===== src/rtl/pe_pkg.sv =====
`default_nettype none
// ============================================================================
// Module      : pe_pkg
// Description : Shared PE definitions for the psum scratch-pad controller:
//               default sizes, controller state encoding and a saturating
//               signed adder used when PSUM_SAT_EN is defined.
// Revision    : 1.0 - initial release
// ============================================================================
package pe_pkg;

    localparam int PSUM_DEPTH = 24;
    localparam int PSUM_DW    = 16;
    localparam int PSUM_AW    = 5;

    typedef enum logic [2:0] {
        S_IDLE  = 3'd0,
        S_RD    = 3'd1,
        S_WR    = 3'd2,
        S_D_RD  = 3'd3,
        S_D_OUT = 3'd4
    } state_t;

    // Signed add that clamps to the most positive / most negative value when
    // both operands share a sign and the raw sum flips it.
    function automatic logic [PSUM_DW-1:0] sat_add(input logic [PSUM_DW-1:0] a,
                                                   input logic [PSUM_DW-1:0] b);
        logic [PSUM_DW-1:0] s;
        s = a + b;
        if ((a[PSUM_DW-1] == b[PSUM_DW-1]) && (s[PSUM_DW-1] != a[PSUM_DW-1])) begin
            s = a[PSUM_DW-1] ? {1'b1, {(PSUM_DW-1){1'b0}}}
                             : {1'b0, {(PSUM_DW-1){1'b1}}};
        end
        return s;
    endfunction

endpackage
`default_nettype wire


===== src/rtl/psum_spad_ctrl_if.sv =====
`default_nettype none
// ============================================================================
// Module      : psum_spad_ctrl_if
// Description : Bundle of the product input, drain request, psum output and
//               scratch-pad pin signals of the psum scratch-pad controller.
//               master = controller view, slave = environment view.
// Revision    : 1.0 - initial release
// ============================================================================
interface psum_spad_ctrl_if #(
    parameter int DW = 16,
    parameter int AW = 5
) ();
    logic          prod_valid;
    logic          prod_ready;
    logic [DW-1:0] prod_data;
    logic [AW-1:0] prod_idx;
    logic          prod_first;
    logic          drain_start;
    logic [AW-1:0] drain_len;
    logic          psum_out_valid;
    logic          psum_out_ready;
    logic [DW-1:0] psum_out_data;
    logic          drain_done;
    logic          idx_err;
    logic [AW-1:0] spad_addr;
    logic          spad_we;
    logic [DW-1:0] spad_din;
    logic [DW-1:0] spad_dout;

    modport master (
        input  prod_valid, prod_data, prod_idx, prod_first,
        input  drain_start, drain_len, psum_out_ready, spad_dout,
        output prod_ready, psum_out_valid, psum_out_data, drain_done, idx_err,
        output spad_addr, spad_we, spad_din
    );

    modport slave (
        output prod_valid, prod_data, prod_idx, prod_first,
        output drain_start, drain_len, psum_out_ready, spad_dout,
        input  prod_ready, psum_out_valid, psum_out_data, drain_done, idx_err,
        input  spad_addr, spad_we, spad_din
    );
endinterface
`default_nettype wire


===== src/rtl/psum_acc_add.sv =====
`default_nettype none
// ============================================================================
// Module      : psum_acc_add
// Description : Combinational psum accumulate adder. Wraps in two's complement
//               by default; saturates when macro PSUM_SAT_EN is defined.
// Revision    : 1.0 - initial release
// ============================================================================
module psum_acc_add
    import pe_pkg::*;
(
    input  wire logic [PSUM_DW-1:0] a,
    input  wire logic [PSUM_DW-1:0] b,
    output logic      [PSUM_DW-1:0] sum
);
`ifdef PSUM_SAT_EN
    assign sum = sat_add(a, b);
`else
    assign sum = a + b;
`endif
endmodule
`default_nettype wire


===== src/rtl/psum_spad_ctrl.sv =====
`default_nettype none
// ============================================================================
// Module      : psum_spad_ctrl
// Description : Owns the negedge psum scratch pad. Accumulates products with a
//               read-add-write sequence and drains entries 0..len-1 over a
//               valid/ready output. Optional macro PSUM_SAT_EN selects
//               saturating instead of wrapping accumulation.
// Revision    : 1.0 - initial release
// ============================================================================
module psum_spad_ctrl
    import pe_pkg::*;
#(
    parameter int DEPTH = PSUM_DEPTH
) (
    input  wire              clk,
    input  wire              rst_n,
    psum_spad_ctrl_if.master bus
);
    // Datapath width follows the package so the shared adder lines up.
    localparam int DW = PSUM_DW;
    localparam int AW = PSUM_AW;
    localparam logic [AW:0] DEPTH_LIM = (AW+1)'(DEPTH);

    state_t        state, state_nxt;
    logic [DW-1:0] lat_data;
    logic          lat_first;
    logic [AW-1:0] beat;
    logic [AW-1:0] len;
    logic          pending;
    logic          accept;
    logic          idx_ok;
    logic          last_beat;
    logic [DW-1:0] acc_sum;

    assign bus.prod_ready     = (state == S_IDLE) || (state == S_WR);
    assign bus.psum_out_valid = (state == S_D_OUT);

    psum_acc_add u_add (
        .a   (bus.spad_dout),
        .b   (lat_data),
        .sum (acc_sum)
    );

    // Handshake and drain-progress decodes.
    always_comb begin
        accept    = bus.prod_valid && bus.prod_ready;
        idx_ok    = ({1'b0, bus.prod_idx} < DEPTH_LIM);
        last_beat = (beat == (len - 1'b1));
    end

    // Next-state: products beat a pending drain; bad indices fall back to idle.
    always_comb begin
        state_nxt = state;
        case (state)
            S_IDLE, S_WR: begin
                if (accept)       state_nxt = idx_ok ? S_RD : S_IDLE;
                else if (pending) state_nxt = S_D_RD;
                else              state_nxt = S_IDLE;
            end
            S_RD:    state_nxt = S_WR;
            S_D_RD:  state_nxt = S_D_OUT;
            S_D_OUT: if (bus.psum_out_ready) state_nxt = last_beat ? S_IDLE : S_D_RD;
            default: state_nxt = S_IDLE;
        endcase
    end

    // State register.
    always_ff @(posedge clk or negedge rst_n) begin
        if (!rst_n) state <= S_IDLE;
        else        state <= state_nxt;
    end

    // Scratch-pad pins, product latch, drain counter and status outputs.
    always_ff @(posedge clk or negedge rst_n) begin
        if (!rst_n) begin
            bus.spad_addr     <= '0;
            bus.spad_we       <= 1'b0;
            bus.spad_din      <= '0;
            bus.psum_out_data <= '0;
            bus.drain_done    <= 1'b0;
            bus.idx_err       <= 1'b0;
            lat_data          <= '0;
            lat_first         <= 1'b0;
            beat              <= '0;
        end else begin
            bus.drain_done <= 1'b0;
            case (state)
                S_IDLE, S_WR: begin
                    bus.spad_we <= 1'b0;
                    if (accept) begin
                        if (idx_ok) begin
                            bus.spad_addr <= bus.prod_idx;
                            lat_data      <= bus.prod_data;
                            lat_first     <= bus.prod_first;
                        end else begin
                            bus.idx_err   <= 1'b1;
                        end
                    end else if (pending) begin
                        beat          <= '0;
                        bus.spad_addr <= '0;
                    end
                end
                S_RD: begin
                    // spad_dout holds the entry read at the intervening negedge.
                    bus.spad_din <= lat_first ? lat_data : acc_sum;
                    bus.spad_we  <= 1'b1;
                end
                S_D_RD: bus.psum_out_data <= bus.spad_dout;
                S_D_OUT: begin
                    if (bus.psum_out_ready) begin
                        if (last_beat) begin
                            bus.drain_done <= 1'b1;
                        end else begin
                            beat          <= beat + 1'b1;
                            bus.spad_addr <= beat + 1'b1;
                        end
                    end
                end
                default: bus.spad_we <= 1'b0;
            endcase
        end
    end

    // Drain request flag; a request while one is outstanding is ignored.
    always_ff @(posedge clk or negedge rst_n) begin
        if (!rst_n) begin
            pending <= 1'b0;
            len     <= '0;
        end else if ((state == S_D_OUT) && bus.psum_out_ready && last_beat) begin
            pending <= 1'b0;
        end else if (bus.drain_start && !pending) begin
            pending <= 1'b1;
            len     <= (bus.drain_len == '0) ? AW'(1) : bus.drain_len;
        end
    end

endmodule
`default_nettype wire


===== src/flat_wrapper.sv =====
// flat-port wrapper written by rule: the top's interface ports become plain ports
module psum_spad_ctrl_flat import pe_pkg::*;
#(
    parameter int DEPTH = PSUM_DEPTH
)
  (clk, rst_n, bus_prod_valid, bus_prod_data, bus_prod_idx, bus_prod_first, bus_drain_start, bus_drain_len, bus_psum_out_ready, bus_spad_dout, bus_prod_ready, bus_psum_out_valid, bus_psum_out_data, bus_drain_done, bus_idx_err, bus_spad_addr, bus_spad_we, bus_spad_din);
  psum_spad_ctrl_if #(.DW(16), .AW(5)) bus_i ();
  input  wire clk;
  input  wire rst_n;
  input wire logic [$bits(bus_i.prod_valid)-1:0] bus_prod_valid;
  input wire logic [$bits(bus_i.prod_data)-1:0] bus_prod_data;
  input wire logic [$bits(bus_i.prod_idx)-1:0] bus_prod_idx;
  input wire logic [$bits(bus_i.prod_first)-1:0] bus_prod_first;
  input wire logic [$bits(bus_i.drain_start)-1:0] bus_drain_start;
  input wire logic [$bits(bus_i.drain_len)-1:0] bus_drain_len;
  input wire logic [$bits(bus_i.psum_out_ready)-1:0] bus_psum_out_ready;
  input wire logic [$bits(bus_i.spad_dout)-1:0] bus_spad_dout;
  output wire logic [$bits(bus_i.prod_ready)-1:0] bus_prod_ready;
  output wire logic [$bits(bus_i.psum_out_valid)-1:0] bus_psum_out_valid;
  output wire logic [$bits(bus_i.psum_out_data)-1:0] bus_psum_out_data;
  output wire logic [$bits(bus_i.drain_done)-1:0] bus_drain_done;
  output wire logic [$bits(bus_i.idx_err)-1:0] bus_idx_err;
  output wire logic [$bits(bus_i.spad_addr)-1:0] bus_spad_addr;
  output wire logic [$bits(bus_i.spad_we)-1:0] bus_spad_we;
  output wire logic [$bits(bus_i.spad_din)-1:0] bus_spad_din;
  assign bus_i.prod_valid = bus_prod_valid;
  assign bus_i.prod_data = bus_prod_data;
  assign bus_i.prod_idx = bus_prod_idx;
  assign bus_i.prod_first = bus_prod_first;
  assign bus_i.drain_start = bus_drain_start;
  assign bus_i.drain_len = bus_drain_len;
  assign bus_i.psum_out_ready = bus_psum_out_ready;
  assign bus_i.spad_dout = bus_spad_dout;
  assign bus_prod_ready = bus_i.prod_ready;
  assign bus_psum_out_valid = bus_i.psum_out_valid;
  assign bus_psum_out_data = bus_i.psum_out_data;
  assign bus_drain_done = bus_i.drain_done;
  assign bus_idx_err = bus_i.idx_err;
  assign bus_spad_addr = bus_i.spad_addr;
  assign bus_spad_we = bus_i.spad_we;
  assign bus_spad_din = bus_i.spad_din;
  psum_spad_ctrl #(.DEPTH(DEPTH)) u_core (.clk(clk), .rst_n(rst_n), .bus(bus_i));
endmodule

===== config.mk =====
export PLATFORM = sky130hd
export DESIGN_NAME = psum_spad_ctrl_flat
export DESIGN_NICKNAME = d
export VERILOG_FILES = /design/src/rtl/pe_pkg.sv /design/src/rtl/psum_spad_ctrl_if.sv /design/src/rtl/psum_acc_add.sv /design/src/rtl/psum_spad_ctrl.sv /design/src/flat_wrapper.sv
export SDC_FILE = /design/constraint.sdc
export NUM_CORES = 1
export LEC_CHECK = 0
export CAP_MARGIN = 20
export CORE_UTILIZATION = 50
export CTS_CLUSTER_SIZE = 25
export DETAILED_ROUTE_END_ITERATION = 12
export MAX_ROUTING_LAYER = met4
export PLACE_DENSITY = 0.84
export SLEW_MARGIN = 20
export SYNTH_ARGS = -nofsm -noshare
export SYNTH_HDL_FRONTEND = slang
export SYNTH_SLANG_ARGS = --single-unit

===== constraint.sdc =====
create_clock -name clk -period 2.7 [get_ports clk]
set_input_delay 0.675 -clock clk [delete_from_list [all_inputs] [get_ports clk]]
set_output_delay 0.675 -clock clk [all_outputs]
set_load 0.02 [all_outputs]

; Word-level counts from Yosys, hierarchy flattened
; Cells that the tools add are included.
[totals]
register_bits = 71
output_inout_bits = 42
[op_classes]
n_addsub = 3
magnitude_cmp = 1
eq_ne = 11
mux = 22
bitwise_logic = 2
reduce_logical = 17
[op_table]
columns = operator, n
row1 = two-way mux 5 bit, 7
row2 = one-hot mux 5 bit (2 select lines), 2
row3 = adder 16 bit, 1
row4 = two-way mux 16 bit, 1
row5 = one-hot mux 3 bit (4 select lines), 1
row6 = AND reduction 5 bit, 2
row7 = "== test 3 x 2 -> 1 bit, second input constant", 2
row8 = two-way mux 1 bit, 6
row9 = two-way mux 3 bit, 2
row10 = "!= test 2 bit, second input constant", 3
row11 = AND reduction 3 bit, 2
row12 = "adder 5 x 1 -> 5 bit, second input constant", 1
row13 = == test 5 bit, 1
row14 = logical NOT 5 bit, 1
row15 = "< comparator 5 bit, second input constant", 1
row16 = "subtractor 5 x 1 -> 5 bit, second input constant", 1
row17 = logical AND 1 bit, 4
row18 = two-way mux 2 bit, 2
row19 = nonzero test 2 bit, 2
row20 = OR reduction 2 bit, 2
row21 = "== test 3 x 1 -> 1 bit, second input constant", 1
row22 = "== test 3 bit, second input constant", 1
row23 = logical NOT 3 bit, 1
row24 = "!= test 3 x 1 -> 1 bit, second input constant", 1
row25 = 7 further kinds, 8

; Depth between registers and ports, before layout
[depth]
word_depth = 5
depth_mapped = 10
mapped_depth_nobuf = 10

; Cells and area by module
; Synthesis repeated with hierarchy kept, for this count alone.
[unflattened]
cells_unflattened = 355
area_unflattened_um2 = 3913.8
[modules_own_cells]
columns = mod, n_inst, cells_each, area_each_um2, seq_area_each_um2
row1 = psum_spad_ctrl, 1, 257, 3189.3, 1776.7
row2 = psum_acc_add, 1, 98, 724.4, 0.0

; Least setup slack after synthesis
; OpenSTA, ideal clock, no wires.
[synth_path]
kind = input-to-reg
from = in bus_spad_dout[4]
to = reg u_core.bus.spad_din[14]
setup_ns = 0.128
arrival_ns = 2.420
required_ns = 2.572
path_slack_ns = 0.151
cell_stages = 8
path_cell_list = ha_1 a21o_1 a21oi_2 a21boi_1 a221o_1 a311oi_2 mux2i_1 nand3_1
[synth_via]
elab_chain_len = 2
[synth_rtl]
columns = item, line
row1 = start: declaration, flat_wrapper.sv:17  ; input wire logic [$bits(bus_i.spad_dout)-1:0] bus_spad_dout;
row2 = adder 16 bit, psum_acc_add.sv:18  ; assign sum = a + b;
row3 = two-way mux 16 bit, psum_spad_ctrl.sv:105  ; bus.spad_din <= lat_first ? lat_data : acc_sum;
row4 = end signal: assignment, psum_spad_ctrl.sv:105
row5 = end: declaration, psum_spad_ctrl_if.sv:34  ; output spad_addr, spad_we, spad_din
; Every way passes these cells.
; A chain may end at the register's enable or synchronous reset.

; Worst setup path in the final report
[layout_path]
from = in bus_spad_dout[1]
to = reg u_core.bus.spad_din[12]
; The elaborated chain is that of the path after synthesis.

==> metrics <==
status=finished, violations left; failing checks=negative setup slack; fmax=0.370 GHz; # rows=31; simple-gate share of the synthesized area=13.4%; I/O pin cnt=90; worst skew pair latency=350 ps; Final Core Density=72.1%; final net count=540; Setup Viol. Count Final=1; Hold Vio Cnt, Final=0; CP arrival=2990 ps; Core ar.=0.00733 mm²; register bit count reported by yosys=71; Async SR Flop Fraction=100%; HP Class=primary input to async pin; Clock Sinks=71; Post-Synth XOR/XNOR Area=3.19%; Max clock buf depth=2; TritonCTS buffer count=9; Main synth FF type=dfrtp_1; DRT Wirelength=9.45 mm; CTS clk-pin slew, worst paths=80 ps; clock tree from TritonCTS=yes; kind of critical path=primary input to flop; Worst Path Max Fanout=3; cell count along the critical path=11; proportion of layout cells with a drive suffix above 1=23.4%; crit end category=flop; fin crit period=2700 ps; antenna viol nets, final=0; die area=0.00803 mm²; setup slack after layout=-0.395 ps; via count=3218; drt via density=5.57; slowest stage delay, CP=510 ps; Synth warnings=0; root buf cell=clkbuf_8; largest family of logic cells by synthesized area=compound AO/OA/AOI/OAI gates; vias in the first global route=3124; CP max-delay cell=clkdlybuf4s50_1; clock skew=11.7 ps; gr usage total=25.0%; largest cells by area after synthesis=dfrtp_1 46%, mux2_2 9.4%, ha_1 5.5%, a21oi_1 3.0%, mux2_4 2.7%; Post-synth top cells=71 x dfrtp_1, 32 x mux2_2, 25 x nand2_1; Reg-to-Reg Start=u_core.lat_data[0]; DR DRC count=0; cell area after synthesis=0.00384 mm²; kind of cell adding the most delay to the critical path=buffers and inverters; synthesized net count=418; largest net degree at the start of global routing=37; worst reg2reg setup slack=220 ps; synth-to-layout area growth=37.6%; Compound-Gate Fraction of Synth Area=15.1%; crit path launch type=primary input; Final TNS setup=-0.395 ps; worst slew pin tran=1070 ps; max_cap viols=0; Worst EP required=2990 ps; wire length per cell=16.3 µm; # H-tree levels=3; hold buffers post-CTS=0; top-count cell post-synth=dfrtp_1; chip width=89.6 µm; Initial Util=52.4%; leakage power=2.37 nW; initial detailed-routing violation count=202; Worst VDD drop=0.634 mV; antenna violations before repair=0; Synth Area in Adders=6.06%; Synth Instances=352; PwrDens=1190 mW/mm²; syn_area_per_cell=10.9 µm²; RSZ-0062 raised after global routing=true; top-area cell type share of the netlist area=46.3%; crit path cell chain=clkdlybuf4s50_1, inv_2, fa_2, nor2b_4, o21bai_2, a21boi_2, a221o_1, buf_4, a31oi_1, or4_1, nand3_1; first drt pass iteration count=4; Detailed Place HPWL=6.77 mm; antenna cells=0; Final period util=100%; synth unique cells=54; global-route wire length before repair=14.6 mm; final-layout fill cell count=491; Post-synth EDFFs=0; Slew Limit Fails=0; Worst Reg-to-Reg Cells=11; Rel. slew slack=28.4%; I/O Buffers=89; post-place setup slack=-506 ps; post-synthesis mux area share=13.4%; GRT overflow=0; Synth area leader=dfrtp_1; Final GP Congestion=0.909; worst r2r dst=u_core.bus.spad_din[14]; Buf/Inv on CP=3; Die Span Y=89.6 µm; register area share after synthesis=46.3%
-- metal layers --
layer / wire length (µm) / share of wire, % / track usage [%] / vias up
li1: - / - / - / 1528
met1: 4030 / 43 / 31.1 / 1571
met2: 4710 / 50 / 39.7 / 106
met3: 577 / 6.1 / 6.86 / 13
met4: 127 / 1.3 / 7.94 / 0
met5: 0 / 0 / - / -
-- registers in the layout, summed over array words and instances (netlist names), 3 cells and up --
| signal | flops |
|---|---|
| u_core.bus.spad_din | 16 |
| u_core.beat | 5 |
| u_core.state | 3 |
| u_core.bus.psum_out_data | 16 |
| u_core.len | 5 |
| u_core.lat_data | 16 |
| u_core.bus.spad_addr | 5 |
-- cell usage in the layout, fill, tap and decap left out, types with 4 or more instances in the layout --
cell and count:
inv_1 11, buf_4 34, nand3_1 10, nand2_1 25, xor2_1 4, dfrtp_1 71
nand2b_1 6, xnor2_1 10, nor3_1 4, clkinv_2 5, mux2_2 32, o21ai_0 19
a21o_1 12, mux2i_1 5, ha_4 4, ha_1 12, and3_1 6, a21oi_1 23
mux2_4 7, nor2_1 18, clkbuf_8 9, a22o_1 4, clkdlybuf4s50_1 83
-- worst max-delay path by stage --
stage	start	end	slack, ps
floorplan	bus_spad_dout[4]	u_core.bus.spad_din[14]	150
global route	bus_spad_dout[1]	u_core.bus.spad_din[12]	-60
finish	bus_spad_dout[1]	u_core.bus.spad_din[12]	-0.4
detailed placement	bus_spad_dout[0]	u_core.bus.spad_din[12]	-510
CTS	bus_spad_dout[1]	u_core.bus.spad_din[12]	20
global placement	bus_spad_dout[0]	u_core.bus.spad_din[12]	-460
-- metrics by stage --
stage	hold slack, ps	instance area (µm²)	total power [mW]	cells
3_3_place_gp	451	5030	5.29	559
3_5_place_dp	454	5030	5.41	559
5_1_grt	353	5280	6.71	578
2_1_floorplan	379	3840	4.04	352
6_report	308	5280	6.30	578
4_1_cts	324	5230	6.22	578
-- logic make-up after synthesis --
logic type	after synthesis
AO/OA/AOI/OAI	85
XOR/XNOR	14
adder cells (fa/ha/maj)	18
buffers and inverters	25
flip-flops	71
multiplexers	44
AND/OR/NAND/NOR	95
-- power breakdown --
group	switching (mW)	internal, mW	total [mW]
registers	0.424	1.55	1.97
logic	1.72	1.88	3.60
clock network	0.395	0.326	0.721
total	2.54	3.76	6.30
-- timing repair --
action                     CTS  global route
hold endpoints to repair     0             0
resized for setup            8             9
setup endpoints to repair    3             6
setup buffers                3             0
pin swaps                    8             3
-- cell type report --
cell class	count	area, µm²	share of cell area [%]
multi-input cells	256	2040	38.5
repair buffers	123	1140	21.6
clock buffers	11	131	2.49
well taps	99	124	2.34
clock inverters	5	25.0	0.474
inverters	13	48.8	0.924
flip-flops and latches	71	1780	33.6
(Power assumes the default switching activity.)
